`src/rtl/bootrom_arbiter_if.sv`:
```
// Instruction-fetch and data-load request/response bus between the bus adapters and the boot ROM arbiter.
interface bootrom_arbiter_if #(
  parameter int ADDR_WIDTH = 13,
  parameter int DATA_WIDTH = 32
);
  logic                  i_req;
  logic [ADDR_WIDTH-1:0] i_addr;
  logic                  i_grant;
  logic                  i_stall;
  logic                  i_rvalid;
  logic [DATA_WIDTH-1:0] i_rdata;
  logic [DATA_WIDTH-1:0] i_rdata_2;

  logic                  d_req;
  logic [ADDR_WIDTH-1:0] d_addr;
  logic                  d_grant;
  logic                  d_stall;
  logic                  d_rvalid;
  logic [DATA_WIDTH-1:0] d_rdata;

  modport master (
    output i_req, i_addr, d_req, d_addr,
    input  i_grant, i_stall, i_rvalid, i_rdata, i_rdata_2,
    input  d_grant, d_stall, d_rvalid, d_rdata
  );

  modport slave (
    input  i_req, i_addr, d_req, d_addr,
    output i_grant, i_stall, i_rvalid, i_rdata, i_rdata_2,
    output d_grant, d_stall, d_rvalid, d_rdata
  );
endinterface

```
`src/rtl/bootrom_arbiter.sv`:
```
// Round-robin sharing of the dual-port boot ROM between instruction fetch (two words) and data load (one word).
module bootrom_arbiter #(
  parameter int ADDR_WIDTH  = 13,
  parameter int DATA_WIDTH  = 32,
  parameter int ROM_LATENCY = 1
) (
  input  logic                  clk,
  input  logic                  rst,
  bootrom_arbiter_if.slave      bus,
  output logic [ADDR_WIDTH-1:0] rom_addra,
  output logic [ADDR_WIDTH-1:0] rom_addrb,
  input  logic [DATA_WIDTH-1:0] rom_douta,
  input  logic [DATA_WIDTH-1:0] rom_doutb,
  input  logic                  cnt_clear,
  output logic [15:0]           conflict_cnt
);
  typedef enum logic {OWN_INST = 1'b0, OWN_DATA = 1'b1} owner_t;

  owner_t                  last_owner;
  owner_t                  grant_owner;
  logic                    grant_i;
  logic                    grant_d;
  logic                    grant_any;
  logic [ADDR_WIDTH-1:0]   sel_addr;
  logic [ADDR_WIDTH-1:0]   addr_a_q;
  logic [ADDR_WIDTH-1:0]   addr_b_q;
  logic [ROM_LATENCY-1:0]  pipe_valid;
  owner_t                  pipe_owner [ROM_LATENCY];
  logic                    out_valid;
  owner_t                  out_owner;

  // Grants are gated by reset so every handshake output drops the moment reset asserts.
  always_comb begin
    grant_i     = rst & bus.i_req & (~bus.d_req | (last_owner == OWN_DATA));
    grant_d     = rst & bus.d_req & (~bus.i_req | (last_owner == OWN_INST));
    grant_any   = grant_i | grant_d;
    grant_owner = grant_d ? OWN_DATA : OWN_INST;
    sel_addr    = grant_d ? bus.d_addr : bus.i_addr;
    rom_addra   = grant_any ? sel_addr : addr_a_q;
    rom_addrb   = grant_any ? sel_addr + ADDR_WIDTH'(1) : addr_b_q;
  end

  assign bus.i_grant = grant_i;
  assign bus.d_grant = grant_d;
  assign bus.i_stall = rst & bus.i_req & ~grant_i;
  assign bus.d_stall = rst & bus.d_req & ~grant_d;

  always_ff @(posedge clk or negedge rst) begin
    if (!rst) begin
      last_owner   <= OWN_DATA;
      addr_a_q     <= '0;
      addr_b_q     <= '0;
      pipe_valid   <= '0;
      for (int k = 0; k < ROM_LATENCY; k++) pipe_owner[k] <= OWN_INST;
      conflict_cnt <= '0;
    end else begin
      if (grant_any) begin
        last_owner <= grant_owner;
        addr_a_q   <= rom_addra;
        addr_b_q   <= rom_addrb;
      end
      pipe_valid[0] <= grant_any;
      pipe_owner[0] <= grant_owner;
      for (int k = 1; k < ROM_LATENCY; k++) begin
        pipe_valid[k] <= pipe_valid[k-1];
        pipe_owner[k] <= pipe_owner[k-1];
      end
      if (cnt_clear)
        conflict_cnt <= '0;
      else if (bus.i_req & bus.d_req & (conflict_cnt != 16'hFFFF))
        conflict_cnt <= conflict_cnt + 16'd1;
    end
  end

  // The last pipeline stage lines up with the ROM data for the access it tracks.
  assign out_valid     = pipe_valid[ROM_LATENCY-1];
  assign out_owner     = pipe_owner[ROM_LATENCY-1];
  assign bus.i_rvalid  = out_valid & (out_owner == OWN_INST);
  assign bus.d_rvalid  = out_valid & (out_owner == OWN_DATA);
  assign bus.i_rdata   = bus.i_rvalid ? rom_douta : '0;
  assign bus.i_rdata_2 = bus.i_rvalid ? rom_doutb : '0;
  assign bus.d_rdata   = bus.d_rvalid ? rom_douta : '0;
endmodule

```
`src/flat_wrapper.sv`:
```
// flat-port wrapper written by rule: the top's interface ports become plain ports
module bootrom_arbiter_flat 
#(
  parameter int ADDR_WIDTH  = 13,
  parameter int DATA_WIDTH  = 32,
  parameter int ROM_LATENCY = 1
)
  (clk, rst, rom_addra, rom_addrb, rom_douta, rom_doutb, cnt_clear, conflict_cnt, bus_i_req, bus_i_addr, bus_d_req, bus_d_addr, bus_i_grant, bus_i_stall, bus_i_rvalid, bus_i_rdata, bus_i_rdata_2, bus_d_grant, bus_d_stall, bus_d_rvalid, bus_d_rdata);
  bootrom_arbiter_if #(.ADDR_WIDTH(ADDR_WIDTH), .DATA_WIDTH(DATA_WIDTH)) bus_i ();
  input  logic clk;
  input  logic rst;
  output logic [ADDR_WIDTH-1:0] rom_addra;
  output logic [ADDR_WIDTH-1:0] rom_addrb;
  input  logic [DATA_WIDTH-1:0] rom_douta;
  input  logic [DATA_WIDTH-1:0] rom_doutb;
  input  logic cnt_clear;
  output logic [15:0] conflict_cnt;
  input wire logic [$bits(bus_i.i_req)-1:0] bus_i_req;
  input wire logic [$bits(bus_i.i_addr)-1:0] bus_i_addr;
  input wire logic [$bits(bus_i.d_req)-1:0] bus_d_req;
  input wire logic [$bits(bus_i.d_addr)-1:0] bus_d_addr;
  output wire logic [$bits(bus_i.i_grant)-1:0] bus_i_grant;
  output wire logic [$bits(bus_i.i_stall)-1:0] bus_i_stall;
  output wire logic [$bits(bus_i.i_rvalid)-1:0] bus_i_rvalid;
  output wire logic [$bits(bus_i.i_rdata)-1:0] bus_i_rdata;
  output wire logic [$bits(bus_i.i_rdata_2)-1:0] bus_i_rdata_2;
  output wire logic [$bits(bus_i.d_grant)-1:0] bus_d_grant;
  output wire logic [$bits(bus_i.d_stall)-1:0] bus_d_stall;
  output wire logic [$bits(bus_i.d_rvalid)-1:0] bus_d_rvalid;
  output wire logic [$bits(bus_i.d_rdata)-1:0] bus_d_rdata;
  assign bus_i.i_req = bus_i_req;
  assign bus_i.i_addr = bus_i_addr;
  assign bus_i.d_req = bus_d_req;
  assign bus_i.d_addr = bus_d_addr;
  assign bus_i_grant = bus_i.i_grant;
  assign bus_i_stall = bus_i.i_stall;
  assign bus_i_rvalid = bus_i.i_rvalid;
  assign bus_i_rdata = bus_i.i_rdata;
  assign bus_i_rdata_2 = bus_i.i_rdata_2;
  assign bus_d_grant = bus_i.d_grant;
  assign bus_d_stall = bus_i.d_stall;
  assign bus_d_rvalid = bus_i.d_rvalid;
  assign bus_d_rdata = bus_i.d_rdata;
  bootrom_arbiter #(.ADDR_WIDTH(ADDR_WIDTH), .DATA_WIDTH(DATA_WIDTH), .ROM_LATENCY(ROM_LATENCY)) u_core (.clk(clk), .rst(rst), .bus(bus_i), .rom_addra(rom_addra), .rom_addrb(rom_addrb), .rom_douta(rom_douta), .rom_doutb(rom_doutb), .cnt_clear(cnt_clear), .conflict_cnt(conflict_cnt));
endmodule
```
`config.mk`:
```
export PLATFORM = sky130hd
export DESIGN_NAME = bootrom_arbiter_flat
export DESIGN_NICKNAME = d
export VERILOG_FILES = /design/src/rtl/bootrom_arbiter_if.sv /design/src/rtl/bootrom_arbiter.sv /design/src/flat_wrapper.sv
export SDC_FILE = /design/constraint.sdc
export NUM_CORES = 1
export LEC_CHECK = 0
export ABC_CLOCK_PERIOD_IN_PS = 3800
export BUFFER_PORTS_ARGS = -buffer_cell sky130_fd_sc_hd__buf_2
export CAP_MARGIN = 5
export CORE_MARGIN = 4
export CORE_UTILIZATION = 43
export CTS_BUF_LIST = sky130_fd_sc_hd__clkbuf_2
export DETAILED_ROUTE_END_ITERATION = 7
export PLACE_DENSITY = 0.84
export SYNTH_ARGS = -nofsm -noshare
export SYNTH_HDL_FRONTEND = slang
export SYNTH_SLANG_ARGS = --single-unit
```
`constraint.sdc`:
```
create_clock -name clk -period 3.8 [get_ports clk]
set_clock_uncertainty 0.05 [all_clocks]
set_input_delay 0.38 -clock clk [delete_from_list [all_inputs] [get_ports clk]]
set_output_delay 0.38 -clock clk [all_outputs]
set_load 0.01 [all_outputs]
```
==> impl_results.md, run 1 <==
* Final Util at 0.624
* HP Class: primary input to async pin
* Post-Synth Adder-Cell Area at 0.00753
* Worst Setup Start Kind: flip-flop
* P per Cell Area at 249 mW/mm^2
* Synth Area in Compound Gates at 0.112
* Clk slew on worst S/H paths at 230 ps
* Rows at 31
* Status: completed
* Residual DRC at 0
* Die area at 0.00920 sq mm
* CP max FO at 18
* Area added between synthesis and finish at 38.5%
* Worst Path Required at 3370 ps
* Synthesized flop and latch total at 45
* Fin crit share at 0.921
* Vias/cell at 5.23
* Top FF cell, synth: dfrtp_1
* Post-Synth XOR/XNOR Area at 0.0606
* Worst Tran Pin Value at 1200 ps
* Fmax at 286 MHz
* Vias in the first global route at 3502
* # hold bufs at CTS at 0
* R2R Path Start: u_core.last_owner
* Path type of the worst setup path: flip-flop to output port
* Fin crit period at 3500 ps
* GRT Total Usage at 0.247
* Worst r2r path cells at 10
* Global-route wire length before repair at 17.8 mm
* Clock sinks at 45
* Yosys warns at 0
* Final WL at 12.0 mm
* Total CTS buffers at 5
* Nets at 724
* Effective utilization at floorplan at 0.451
* First-pass iteration count of the detailed router at 4
* Worst setup path startpoint: u_core.last_owner
* RSZ-0062 raised after global routing: false
* Syn_nets at 503
* CTS H-tree lvls at 2
* Final Slew Violations at 0
* Synth async-reset ratio at 1.00
* Synth Area in Simple Gates at 0.390
* Synth Instances at 406
* Post-placement setup slack at 403 ps
* Initial antenna violation count at 1
* Setup TNS at 0 ps
* Combinational family with the most area after synthesis: simple AND/OR/NAND/NOR gates
* Detailed Place HPWL at 9.91 mm
* Clk_lat worst skew at 400 ps
* Pleak at 0.00263 uW
* Avg Inst Size Synth at 8.18 sq um
* ANT nets after route at 0
* Fin worst setup slack at 299 ps
* # IOs at 239
* Cell area after synthesis at 0.00332 sq mm
* Post-synthesis sequential area ratio at 0.339
* CTS tree: built
* Layout Cells excl Fill at 728
* Reg2reg setup slack at 1120 ps
* Final Hold Fails at 0
* Drt initial violations at 171
* EDFF count, synth at 0
* FF-to-FF End: u_core.addr_b_q[6]
* Die Wd at 95.9 um
* Largest net degree at the start of global routing at 66
* Hold WS at 30.7 ps
* VDD IR-drop max at 0.000243 V
* Mux share of post-synthesis cell area at 0.0512
* Slew headroom at 0.197
* Layout cells sized above 1 at 0.428
* CTS root buffer: clkbuf_2
* Per-cell routed wire length at 16.5 um
* Placer's final routability congestion estimate at 0.926
* Worst Path Arrival at 3070 ps
* GR Overflow Total at 0
* Core area at 0.00737 sq mm
* Max_cap viols at 0
* Final setup viols at 0
* Endpoint class of the critical path: output port
* Die Y-Extent at 95.9 um
* Routed via count at 3810
* Crit path to: rom_addrb[6]
* Count of different cell masters after synthesis at 56
* Placed Cells at 719
* CTS max path bufs at 2
* Port Buf Inserts at 238
## power by group
group	switching, uW	internal, uW	leakage, uW	total [uW]
sequential	23.5	522	0.000575	546
combinational	230	172	0.00203	402
clock	155	43.1	0.0000287	198
## how the worst min path moves through the flow
stage | startpoint | end | cells past startpoint
2_1_floorplan | rst | u_core.addr_a_q[0] | 0
3_3_place_gp | u_core.addr_b_q[9] | u_core.addr_b_q[9] | 2
3_5_place_dp | u_core.addr_a_q[1] | u_core.addr_a_q[1] | 2
4_1_cts | rst | u_core.addr_a_q[1] | 2
5_1_grt | rst | u_core.addr_a_q[1] | 2
6_report | rst | u_core.out_valid | 2
## worst max-delay path: stages, from the launching register on
cell and delay [ps]:
dfstp_2 620, nand2_4 90, nand2_4 160, inv_2 200, mux2_2 300, ha_2 290, nand3_1 130, or2_2 300
xnor2_1 130, mux2i_1 150, o21ai_0 90, buf_2 190
## cells in the final DEF, fill, tap and decap left out, types with 2 or more instances in the layout
cell / instances
a21oi_1: 8
buf_4: 2
o21a_1: 2
mux2i_1: 11
o21ai_0: 30
a221o_1: 2
nand3_1: 15
xor2_1: 6
xnor2_1: 17
or2_1: 2
and4_1: 4
nand4_1: 12
a311o_1: 2
nor2_1: 27
and3_2: 2
a211oi_1: 5
clkinv_2: 2
nand2_1: 47
buf_2: 238
inv_1: 2
and2_1: 66
nor3_1: 4
and3_1: 35
nand2_4: 2
o211ai_1: 2
dfrtp_1: 44
clkbuf_2: 5
mux2_2: 3
## kinds of logic after synthesis
kind of cell    count (synthesis)
simple gates                  230
mux                            16
compound gates                 60
fa+ha+maj                       2
flops                          45
xor+xnor                       23
buf+inv                        30
## cells in the mapped netlist, drive strengths merged, types with 5 or more instances
cell type / number / area (sq um)
and2: 66 / 413
nand2: 49 / 199
dfrtp: 44 / 1100
and3: 37 / 234
o21ai: 31 / 155
nor2: 27 / 101
clkbuf: 22 / 82.6
xnor2: 17 / 149
nand3: 16 / 85.1
nand4: 12 / 75.1
mux2i: 11 / 110
a21oi: 8 / 40.0
xor2: 6 / 52.6
a211oi: 5 / 37.5
and4: 5 / 45.0
mux2: 5 / 60.1
## routing by layer
metal / vias to the layer above / global-route usage / part of all wire
met5: - / 0 / 0
li1: 1848 / - / -
met4: 0 / 0.101 / 0.036
met1: 1772 / 0.307 / 0.40
met3: 31 / 0.0438 / 0.075
met2: 159 / 0.422 / 0.49
## sequential cells by signal (all words and copies together) (netlist names)
| register | cells |
|---|---|
| u_core.conflict_cnt | 16 |
| u_core.addr_a_q | 13 |
| u_core.addr_b_q | 13 |
| u_core.last_owner | 1 |
| u_core.out_owner | 1 |
| u_core.out_valid | 1 |
## per-stage QoR
stage / instance area, sq um / total power, uW
floorplan: 3320 / 766
global placement: 4550 / 944
detailed placement: 4550 / 955
CTS: 4590 / 1150
global route: 4600 / 1220
finish: 4600 / 1150
## final cells by class
cell class                 count  area (sq um)
fill                         665          2770
inverter                       4          15.0
clock inverter                 3          17.5
timing repair buffer         240          1210
antenna                        1          2.50
sequential                    45          1130
tap                           99           124
multi-input combinational    331          2080
clock buffer                   5          25.0
## what timing repair did
| action | 4_1_cts | 5_1_grt |
|---|---|---|
| resized for setup | 0 | 1 |
| buffers inserted | 0 | 0 |
| endpoints found under the hold margin | 0 | 0 |
| endpoints found under the setup margin | 0 | 1 |
No activity file was read; power rests on OpenSTA's default activity.
==> inputs of run 2 (changes only) <==
REMOVE_ABC_BUFFERS = 1   (was default)
==> run 2 against run 1 <==
  * Maximum frequency down 0.25%
  * Combinational power increased by 1%
  * Cell count rose by 0.41%
  * Non-clock buffer count grew 1
  * Critical path type unchanged
==> impl_results.md, run 2 (same netlist as run 1, synthesis figures left out) <==
* Clk slew on worst S/H paths at 230 ps
* Most frequent CP cell: nand2_4
* Die Y-Extent at 95.9 um
* Fin crit period at 3510 ps
* Residual DRC at 0
* Most common cell after layout, fill and taps aside: buf_2
* Final Slew Violations at 0
* HP Class: primary input to async pin
* Effective utilization at floorplan at 0.451
* RSZ-0062 raised after global routing: false
* Worst r2r path cells at 10
* Placer's final routability congestion estimate at 0.948
* Total CTS buffers at 5
* FF-to-FF End: u_core.addr_b_q[6]
* Routed via count at 3884
* Top flop regs: u_core.conflict_cnt x16, u_core.addr_a_q x13, u_core.addr_b_q x13
* Crit path max-delay family: simple AND/OR/NAND/NOR gates
* ANT nets after route at 0
* Worst path slowest cell: dfstp_2
* Area added between synthesis and finish at 39.6%
* Biggest register: u_core.conflict_cnt
* First-pass iteration count of the detailed router at 5
* Setup TNS at 0 ps
* Most frequent cells in the layout: buf_2 (238), and2_1 (66), nand2_1 (47)
* Layout cells sized above 1 at 0.428
* CTS max path bufs at 2
* Final Hold Fails at 0
* Core area at 0.00737 sq mm
* Die area at 0.00920 sq mm
* Path type of the worst setup path: flip-flop to output port
* Worst Tran Pin Value at 837 ps
* Port Buf Inserts at 238
* Endpoint class of the critical path: output port
* Vias/cell at 5.31
* Reg2reg setup slack at 1150 ps
* Clock sinks at 45
* Global-route wire length before repair at 19.0 mm
* Cells along the critical path: nand2_4 > nand2_4 > inv_4 > mux2_2 > ha_2 > nand3_1 > or2_2 > xnor2_1 > mux2i_1 > o21ai_0 > buf_2
* Post-CTS Setup Inserts at 0
* R2R Path Start: u_core.last_owner
* Max FFs per register at 16
* Initial antenna violation count at 5
* Worst Setup Start Kind: flip-flop
* Detailed Place HPWL at 11.0 mm
* Fin crit share at 0.924
* Nets at 725
* Critical path's largest stage delay at 630 ps
* Layout Cells excl Fill at 731
* Rows at 31
* Pleak at 0.00265 uW
* Status: completed
* Vias in the first global route at 3501
* CTS root buffer: clkbuf_2
* Drt initial violations at 207
* Worst Path Required at 3370 ps
* VDD IR-drop max at 0.000223 V
* Final WL at 13.1 mm
* Worst Path Arrival at 3080 ps
* Largest net degree at the start of global routing at 49
* GRT Total Usage at 0.275
* Final setup viols at 0
* CP max FO at 18
* # IOs at 239
* Fmax at 285 MHz
* CTS H-tree lvls at 2
* Max_cap viols at 0
* Placed Cells at 720
* Worst path bufs/invs at 2
* CTS tree: built
* Clk_lat worst skew at 420 ps
* Slew headroom at 0.440
* Die Wd at 95.9 um
* GR Overflow Total at 0
* Per-cell routed wire length at 17.9 um
* P per Cell Area at 264 mW/mm^2
-- run 2: changes by cell type in the layout (fill, tap and decap cells not counted) --
| cell | before | now |
|---|---|---|
| diode_2 | 1 | 3 |
| buf_4 | 2 | 3 |
| clkinv_2 | 2 | 0 |
| inv_2 | 1 | 0 |
| inv_4 | 0 | 1 |
| bufinv_16 | 0 | 1 |
| clkinv_1 | 1 | 2 |
-- run 2: metrics by stage --
| step | util | worst slack (ps) | hold WS, ps | total power (uW) | instance area (sq um) |
|---|---|---|---|---|---|
| final | 0.629 | 290 | 0.590 | 1220 | 4640 |
| after global routing | 0.629 | 80.5 | 27.3 | 1300 | 4640 |
| after CTS | 0.628 | 83.5 | 10.6 | 1230 | 4630 |
| after detailed placement | 0.619 | 343 | 408 | 961 | 4560 |
| after global placement | 0.619 | 497 | 400 | 950 | 4560 |
| after floorplan | - | 114 | 34.4 | 753 | 3210 |
-- run 2: worst reg2reg max path, delay by kind of cell (launching register included) --
family          cells  cell delay (ps)
fa+ha+maj           1              300
buf+inv             1              140
flops               1              630
mux                 2              490
xor+xnor            1              130
compound gates      1              100
simple gates        4              700
-- run 2: what timing repair did --
| item | CTS | global route |
|---|---|---|
| endpoints found under the setup margin | 0 | 1 |
| hold buffers | 0 | 0 |
| gates resized for setup | 0 | 3 |
-- run 2: worst max path at each step --
stage / start / slack [ps] / to / depth (start not counted)
6_report: u_core.last_owner / 290 / rom_addrb[6] / 11
5_1_grt: u_core.last_owner / 80 / rom_addrb[6] / 11
4_1_cts: u_core.last_owner / 80 / rom_addrb[6] / 11
3_5_place_dp: bus_d_req / 340 / rom_addrb[6] / 12
3_3_place_gp: bus_d_req / 500 / rom_addrb[6] / 12
2_1_floorplan: bus_i_req / 110 / rom_addrb[11] / 4
-- run 2: layout make-up --
type                       instances  area [sq um]
tap                               99           124
fill                             641          2730
inverter                           4          17.5
clock buffer                       5          25.0
antenna                            3          7.51
sequential                        45          1130
timing repair buffer             241          1210
clock inverter                     3          41.3
multi-input combinational        331          2080
-- run 2: power breakdown --
| part | internal [uW] | total (uW) | switching [uW] |
|---|---|---|---|
| logic | 173 | 408 | 235 |
| clock network | 109 | 268 | 159 |
| registers | 522 | 547 | 24.4 |
-- run 2: routing by layer --
| metal | vias up | GRT usage | share of wire |
|---|---|---|---|
| met1 | 1816 | 0.331 | 0.39 |
| met2 | 181 | 0.470 | 0.49 |
| li1 | 1857 | - | - |
| met5 | - | 0 | 0.0024 |
| met3 | 26 | 0.0915 | 0.093 |
| met4 | 4 | 0.0735 | 0.021 |
